<file path="config.mk">
export PLATFORM = sky130hd
export DESIGN_NAME = pipe_stage_skid_flat
export DESIGN_NICKNAME = d
export VERILOG_FILES = /design/src/rtl/pipe_stage_skid_if.sv /design/src/rtl/pipe_stage_skid.sv /design/src/flat_wrapper.sv
export SDC_FILE = /design/constraint.sdc
export NUM_CORES = 1
export LEC_CHECK = 0
export CAP_MARGIN = 30
export CORE_MARGIN = 2
export CORE_UTILIZATION = 35
export DETAILED_ROUTE_END_ITERATION = 10
export GPL_ROUTABILITY_DRIVEN = 0
export GPL_TIMING_DRIVEN = 0
export HOLD_SLACK_MARGIN = 0.08
export PLACE_DENSITY = 0.68
export SYNTH_ARGS = -nofsm -noshare
export SYNTH_HDL_FRONTEND = slang
export SYNTH_SLANG_ARGS = --single-unit
</file>
<file path="constraint.sdc">
create_clock -name clk_i -period 2 [get_ports clk_i]
set_input_delay 0.2 -clock clk_i [delete_from_list [all_inputs] [get_ports clk_i]]
set_output_delay 0.2 -clock clk_i [all_outputs]
set_load 0.01 [all_outputs]
</file>
<file path="src/rtl/pipe_stage_skid_if.sv">
// Handshake bundle for one side of a pipeline stage: valid/ready plus the
// per-entry payload (control vector, destination index, two data words).
// The producer of an entry uses the master modport; the consumer uses slave.
interface pipe_stage_skid_if #(
  parameter int CTRL_W = 3,
  parameter int DEST_W = 5,
  parameter int DATA_W = 32
);
  logic              valid;
  logic              ready;
  logic [CTRL_W-1:0] ctrl;
  logic [DEST_W-1:0] dest;
  logic [DATA_W-1:0] data0;
  logic [DATA_W-1:0] data1;

  modport master (output valid, ctrl, dest, data0, data1, input ready);
  modport slave  (input valid, ctrl, dest, data0, data1, output ready);
endinterface

</file>
<file path="src/rtl/pipe_stage_skid.sv">
// Inter-stage pipeline register with a 2-entry skid buffer (main + skid),
// valid/ready handshake and synchronous flush. Full throughput, 1-cycle
// latency; in_ready is registered (it is simply !skid_valid).
// Optional: define PIPE_PERF_CNT_EN to add saturating stall/bubble counters.
module pipe_stage_skid #(
  parameter int CTRL_W = 3,
  parameter int DEST_W = 5,
  parameter int DATA_W = 32
) (
  input  logic                clk_i,
  input  logic                rst_i,
  input  logic                flush_i,
  pipe_stage_skid_if.slave    up_if,
  pipe_stage_skid_if.master   dn_if
`ifdef PIPE_PERF_CNT_EN
  ,
  output logic [31:0]         stall_cnt_o,
  output logic [31:0]         bubble_cnt_o
`endif
);

  typedef struct packed {
    logic [CTRL_W-1:0] ctrl;
    logic [DEST_W-1:0] dest;
    logic [DATA_W-1:0] data0;
    logic [DATA_W-1:0] data1;
  } entry_t;

  entry_t main_q, main_d, skid_q, skid_d, in_entry;
  logic   main_valid_q, main_valid_d;
  logic   skid_valid_q, skid_valid_d;
  logic   push, pop;

  assign in_entry = '{ctrl: up_if.ctrl, dest: up_if.dest,
                      data0: up_if.data0, data1: up_if.data1};

  // A full skid is the only reason to refuse input, so ready is a flop output.
  assign up_if.ready = !skid_valid_q;
  assign push        = up_if.valid && !skid_valid_q;
  assign pop         = main_valid_q && dn_if.ready;

  // Next-state: skid always drains into main before newer input is admitted.
  always_comb begin
    main_d       = main_q;
    skid_d       = skid_q;
    main_valid_d = main_valid_q;
    skid_valid_d = skid_valid_q;
    if (flush_i) begin
      // Payload left stale on purpose; the masked ctrl makes it a bubble.
      main_valid_d = 1'b0;
      skid_valid_d = 1'b0;
    end else if (!main_valid_q || pop) begin
      if (skid_valid_q) begin
        main_d       = skid_q;
        main_valid_d = 1'b1;
        skid_valid_d = push;
        if (push) skid_d = in_entry;
      end else begin
        main_valid_d = push;
        if (push) main_d = in_entry;
      end
    end else if (push) begin
      skid_d       = in_entry;
      skid_valid_d = 1'b1;
    end
  end

  // State registers; reset clears payload too so outputs read all-zero.
  always_ff @(posedge clk_i) begin
    if (rst_i) begin
      main_q       <= '0;
      skid_q       <= '0;
      main_valid_q <= 1'b0;
      skid_valid_q <= 1'b0;
    end else begin
      main_q       <= main_d;
      skid_q       <= skid_d;
      main_valid_q <= main_valid_d;
      skid_valid_q <= skid_valid_d;
    end
  end

  assign dn_if.valid = main_valid_q;
  assign dn_if.ctrl  = main_q.ctrl & {CTRL_W{main_valid_q}};
  assign dn_if.dest  = main_q.dest;
  assign dn_if.data0 = main_q.data0;
  assign dn_if.data1 = main_q.data1;

`ifdef PIPE_PERF_CNT_EN
  logic [31:0] stall_cnt_q, bubble_cnt_q;

  // Saturating counters of observed output stalls and empty cycles; flush
  // deliberately leaves them alone so a flush storm stays visible.
  always_ff @(posedge clk_i) begin
    if (rst_i) begin
      stall_cnt_q  <= '0;
      bubble_cnt_q <= '0;
    end else begin
      if (main_valid_q && !dn_if.ready && stall_cnt_q != 32'hFFFF_FFFF)
        stall_cnt_q <= stall_cnt_q + 32'd1;
      if (!main_valid_q && bubble_cnt_q != 32'hFFFF_FFFF)
        bubble_cnt_q <= bubble_cnt_q + 32'd1;
    end
  end

  assign stall_cnt_o  = stall_cnt_q;
  assign bubble_cnt_o = bubble_cnt_q;
`endif

endmodule

</file>
<file path="src/flat_wrapper.sv">
// flat-port wrapper written by rule: the top's interface ports become plain ports
module pipe_stage_skid_flat 
#(
  parameter int CTRL_W = 3,
  parameter int DEST_W = 5,
  parameter int DATA_W = 32
)
  (clk_i, rst_i, flush_i, up_if_valid, up_if_ctrl, up_if_dest, up_if_data0, up_if_data1, up_if_ready, dn_if_valid, dn_if_ctrl, dn_if_dest, dn_if_data0, dn_if_data1, dn_if_ready);
  pipe_stage_skid_if #(.CTRL_W(CTRL_W), .DEST_W(DEST_W), .DATA_W(DATA_W)) up_if_i ();
  pipe_stage_skid_if #(.CTRL_W(CTRL_W), .DEST_W(DEST_W), .DATA_W(DATA_W)) dn_if_i ();
  input  logic clk_i;
  input  logic rst_i;
  input  logic flush_i;
  input wire logic [$bits(up_if_i.valid)-1:0] up_if_valid;
  input wire logic [$bits(up_if_i.ctrl)-1:0] up_if_ctrl;
  input wire logic [$bits(up_if_i.dest)-1:0] up_if_dest;
  input wire logic [$bits(up_if_i.data0)-1:0] up_if_data0;
  input wire logic [$bits(up_if_i.data1)-1:0] up_if_data1;
  output wire logic [$bits(up_if_i.ready)-1:0] up_if_ready;
  output wire logic [$bits(dn_if_i.valid)-1:0] dn_if_valid;
  output wire logic [$bits(dn_if_i.ctrl)-1:0] dn_if_ctrl;
  output wire logic [$bits(dn_if_i.dest)-1:0] dn_if_dest;
  output wire logic [$bits(dn_if_i.data0)-1:0] dn_if_data0;
  output wire logic [$bits(dn_if_i.data1)-1:0] dn_if_data1;
  input wire logic [$bits(dn_if_i.ready)-1:0] dn_if_ready;
  assign up_if_i.valid = up_if_valid;
  assign up_if_i.ctrl = up_if_ctrl;
  assign up_if_i.dest = up_if_dest;
  assign up_if_i.data0 = up_if_data0;
  assign up_if_i.data1 = up_if_data1;
  assign up_if_ready = up_if_i.ready;
  assign dn_if_valid = dn_if_i.valid;
  assign dn_if_ctrl = dn_if_i.ctrl;
  assign dn_if_dest = dn_if_i.dest;
  assign dn_if_data0 = dn_if_i.data0;
  assign dn_if_data1 = dn_if_i.data1;
  assign dn_if_i.ready = dn_if_ready;
  pipe_stage_skid #(.CTRL_W(CTRL_W), .DEST_W(DEST_W), .DATA_W(DATA_W)) u_core (.clk_i(clk_i), .rst_i(rst_i), .flush_i(flush_i), .up_if(up_if_i), .dn_if(dn_if_i));
endmodule
</file>
# Word level (Yosys, flattened, before mapping)
# Cells that the tools add are included.
[totals]
regBits = 146
latchBits = 0
ram_bits = 0
rom_bits = 0
in_bits = 77
output_inout_bits = 74
elab_cells = 32
mem_count = 0
[classes]
addsub = 0
n_mul = 0
div_mod_pow = 0
n_lt_le_gt_ge = 0
eq_ne = 1
shift = 0
n_mux = 9
n_bitwise = 2
reduce_logical = 10
[op_table]
columns = ["operator", "count"]
rows = [
  ["72-bit 2-to-1 mux", 5],
  ["1-bit 2-to-1 mux", 4],
  ["2-bit nonzero test", 2],
  ["3-bit AND", 1],
  ["3-bit AND reduction", 1],
  ["1-bit logical AND", 2],
  ["1-bit zero test", 2],
  ["2-bit by 1-bit != test with 1-bit output, second input constant", 1],
  ["2-bit AND reduction", 1],
  ["2-bit OR reduction", 1],
  ["1-bit logical OR", 1],
  ["1-bit NOT", 1],
]

# Longest topological paths before layout
[logic_depth]
word_depth = 5
mapped_depth = 6
mapped_depth_nobuf = 3

# Worst setup path before layout
# OpenSTA, ideal clock, no wires.
[synth_path]
kind = "reg2reg"
startpoint = "register u_core.main_valid_q, in the netlist u_core.dn_if.valid"
endpoint = "register u_core.main_q (netlist bit u_core.dn_if.data0[0])"
setup_time_ns = 0.081
arrival_time_ns = 1.417
slack_ns = 0.502
stages_incl_launch_ff = 7
cell_sequence = "dfxtp_1 nor2b_4 buf_6 or3_4 buf_8 buf_12 a211oi_2"
[synth_via]
elab_chain_cells = 3
[synth_lines]
columns = ["element", "line", "text"]
rows = [
  ["start, declared", "pipe_stage_skid.sv:30", "logic main_valid_q, main_valid_d;"],
  ["start signal, assigned", "pipe_stage_skid.sv:78", "main_valid_q <= main_valid_d;"],
  ["1-bit zero test / 1-bit logical AND (equally long branches)", "pipe_stage_skid.sv:52, pipe_stage_skid.sv:40", ""],
  ["1-bit logical OR *", "pipe_stage_skid.sv:52", "end else if (!main_valid_q || pop) begin"],
  ["3-bit AND reduction (no source line) *", "--", ""],
  ["end signal, assigned", "pipe_stage_skid.sv:76", "main_q <= main_d;"],
  ["end, declared", "pipe_stage_skid.sv:29", "entry_t main_q, main_d, skid_q, skid_d, in_entry;"],
]
# Mark *: on every way between the ends. The rest lies on a longest branch, timed or not.
# A chain may end at the register's enable or synchronous reset.

# Worst setup path in the final report
[layout_path]
startpoint = "register u_core.skid_valid_q"
endpoint = "output up_if_ready"
[layout_via]
elab_chain_cells = 1
[layout_lines]
columns = ["element", "line", "text"]
rows = [
  ["start, declared", "pipe_stage_skid.sv:31", "logic skid_valid_q, skid_valid_d;"],
  ["start signal, assigned", "pipe_stage_skid.sv:79", "skid_valid_q <= skid_valid_d;"],
  ["1-bit zero test", "pipe_stage_skid.sv:38", "assign up_if.ready = !skid_valid_q;"],
  ["end, declared", "flat_wrapper.sv:19", "output wire logic [$bits(up_if_i.ready)-1:0] up_if_ready;"],
]
# No other way between the ends.

==> reports/qor.txt <==
CP Max Fanout -> 10
Final period util -> 95.6%
initial core utilization -> 35.6%
Worst Setup Start Kind -> flop
Max Fclk -> 0.523 GHz
DRT Pass-1 Iters -> 4
DR vias -> 6,014
status -> complete, no violations
cell breakdown of the critical path -> buf_4 > buf_4 > inv_2 > clkdlybuf4s50_1
post-layout min period -> 1910 ps
dpl ws -> -267 ps
max cap viols -> 0
H-tree depth -> 4
synth top area cells -> dfxtp_1 (36%), nand2b_1 (11%), a211oi_2 (11%), mux2_1 (10%), mux2i_1 (9.0%)
Starting DRT DRC Count -> 157
Tightest Pin Transition -> 766 ps
Core ar. -> 22,600 um2
worst reg2reg endpoint -> u_core.skid_q[49]
via-per-instance ratio -> 4.74
number of buffers created by CTS -> 17
normalized max-slew margin -> 49.0%
largest net degree at the start of global routing -> 17
DRC -> 0
critical path arrival -> 1710 ps
Seq/Total Area, Yosys -> 36.4%
hold_buf cts -> 0
Mean Syn Cell Area -> 10.0 um2
Clk Latency, worst-skew pair -> 420 ps
Root Driver -> clkbuf_16
Syn Nets -> 879
top cell type's share of synthesized area -> 36.4%
# diodes -> 0
initial antenna violation count -> 0
die area -> 24,200 um2
slowest stage delay, CP -> 470 ps
most frequent cells in the layout -> clkdlybuf4s50_1 (149), dfxtp_1 (146), nand2b_1 (145)
first-pass GRT wire length -> 32,800 um
dpl hpwl -> 14,100 um
Unique masters post-synth -> 22
Yosys warning count -> 0
worst r2r src -> u_core.dn_if.valid
leak pwr -> 3.76 nW
final worst-path setup slack -> 87.4 ps
Ports -> 151
nets -> 1,047
Die Y-Extent -> 156 um
Routed Antenna Nets -> 0
WP data required -> 1800 ps
Hold/Removal Path Class -> input pin to flop
Cell Rows -> 55
worst r2r path cells -> 5
Post-Route Skew -> 8.42 ps
sink count of the clock tree -> 146
total power -> 8.14 mW
Routed Wire Length -> 20,300 um
layout cells sized above 1 -> 20.7%
clk buf depth -> 2
Avg WL per Cell -> 16.0 um
Post-Synthesis Cell Area -> 8040 um2
Area Overhead vs Synth -> 31.8%
Max Slew Vio Count -> 0
FILL cells -> 2,114
Synth Instances -> 802
CTS tree -> built
design area -> 10,600 um2
worst hold path endpoint -> u_core.skid_q[42]
Slowest cell on crit path -> clkdlybuf4s50_1
Final Hold Fails -> 0
critical path capture point type -> primary output
clk slew on worst S/H paths -> 70 ps
all-layer global routing usage -> 17.2%
Peak VDD IR -> 0.557 mV
Min-Delay Startpoint -> up_if_data0[10]
Synth Register Bits -> 146
final setup fails -> 0
FF-to-FF setup slack -> 170 ps
CP most frequent cell -> buf_4
pwr/cell area -> 768 nW/um2
grt total ovfl -> 0
placed cell area -> 9880 um2
Synth area leader -> dfxtp_1
DIE WIDTH -> 156 um
critical path class -> flop to primary output
Port Buffer Count -> 149
hold depth -> 3
number of global-route vias before repair -> 6,161
leading cell type in the layout, fill and taps excluded -> clkdlybuf4s50_1
==> sequential cells by signal, indices dropped and copies added (netlist names) <==
register,count
u_core.dn_if.data1,32
u_core.skid_q,72
u_core.dn_if.valid,1
u_core.dn_if.data0,32
u_core.main_q,3
u_core.skid_valid_q,1
u_core.dn_if.dest,5
==> worst max-delay path by stage <==
| stage | cells past startpoint | to | slack (ps) | start |
|---|---|---|---|---|
| final | 4 | up_if_ready | 90 | u_core.skid_valid_q |
| after global routing | 5 | u_core.skid_q[17] | -20 | u_core.dn_if.valid |
| after CTS | 4 | up_if_ready | 40 | u_core.skid_valid_q |
| after detailed placement | 5 | u_core.dn_if.data1[25] | -270 | flush_i |
| after global placement | 5 | u_core.dn_if.data0[28] | -230 | flush_i |
| after floorplan | 6 | u_core.dn_if.data0[0] | 500 | u_core.dn_if.valid |
==> cells in the mapped netlist, drive strengths merged <==
cell type and number:
inv 73, and2 3, nor2b 1, nand2b 145, mux2i 72, buf 98, dfxtp 146, nor2 1
mux2 72, clkbuf 43, a211oi 73, nor4b 1, nor4 73, or3 1
==> cells by family after synthesis <==
kind of cell	share of synthesized area [%]
AO/OA/AOI/OAI	11.2
buffers and inverters	15.7
flip-flops	36.4
multiplexers	19.1
AND/OR/NAND/NOR	17.7
==> critical path, delay by kind of cell, from the launching register on <==
kind	cells	cell delay (ps)
buf+inv	4	950
flops	1	350
==> metrics by stage <==
stage	hold WS (ps)	instances	setup TNS, ps	util [%]
after floorplan	355	802	0	-
final	378	1268	0	46.9
after detailed placement	454	1236	-14470	43.8
after global placement	447	1236	-10700	43.8
after global routing	364	1268	-60.3	46.9
after CTS	357	1268	0	46.9
==> power breakdown <==
group	leakage (nW)	internal (mW)	total (mW)	switching (mW)
logic	2.22	0.682	1.20	0.518
clock network	0.340	2.49	3.85	1.36
registers	1.19	3.02	3.09	0.0629
==> cell type report <==
class	count	area, um2	share of cell area, %
sequential	146	2920	27.6
tap	285	357	3.37
multi-input combinational	442	3850	36.3
clock inverter	15	278	2.62
buffer	141	996	9.40
inverter	73	274	2.59
timing repair buffer	149	1490	14.1
clock buffer	17	425	4.02
==> routing by layer <==
layer  wire, um  global-route usage, %  vias to the layer above  part of all wire, %
li1           -                      -                     3014                    -
met1      10100                   23.6                     2846                   50
met2       9210                   27.5                      136                   45
met3        761                   3.59                       18                  3.7
met4        235                   4.59                        0                  1.2
met5          0                      0                        -                    0
==> repair_timing <==
action,in CTS,in global routing
setup buffers,0,0
gates resized for setup,2,1
gates cloned,0,0
setup endpoints to repair,1,6
Note: power is estimated with default switching activity, not from simulation.
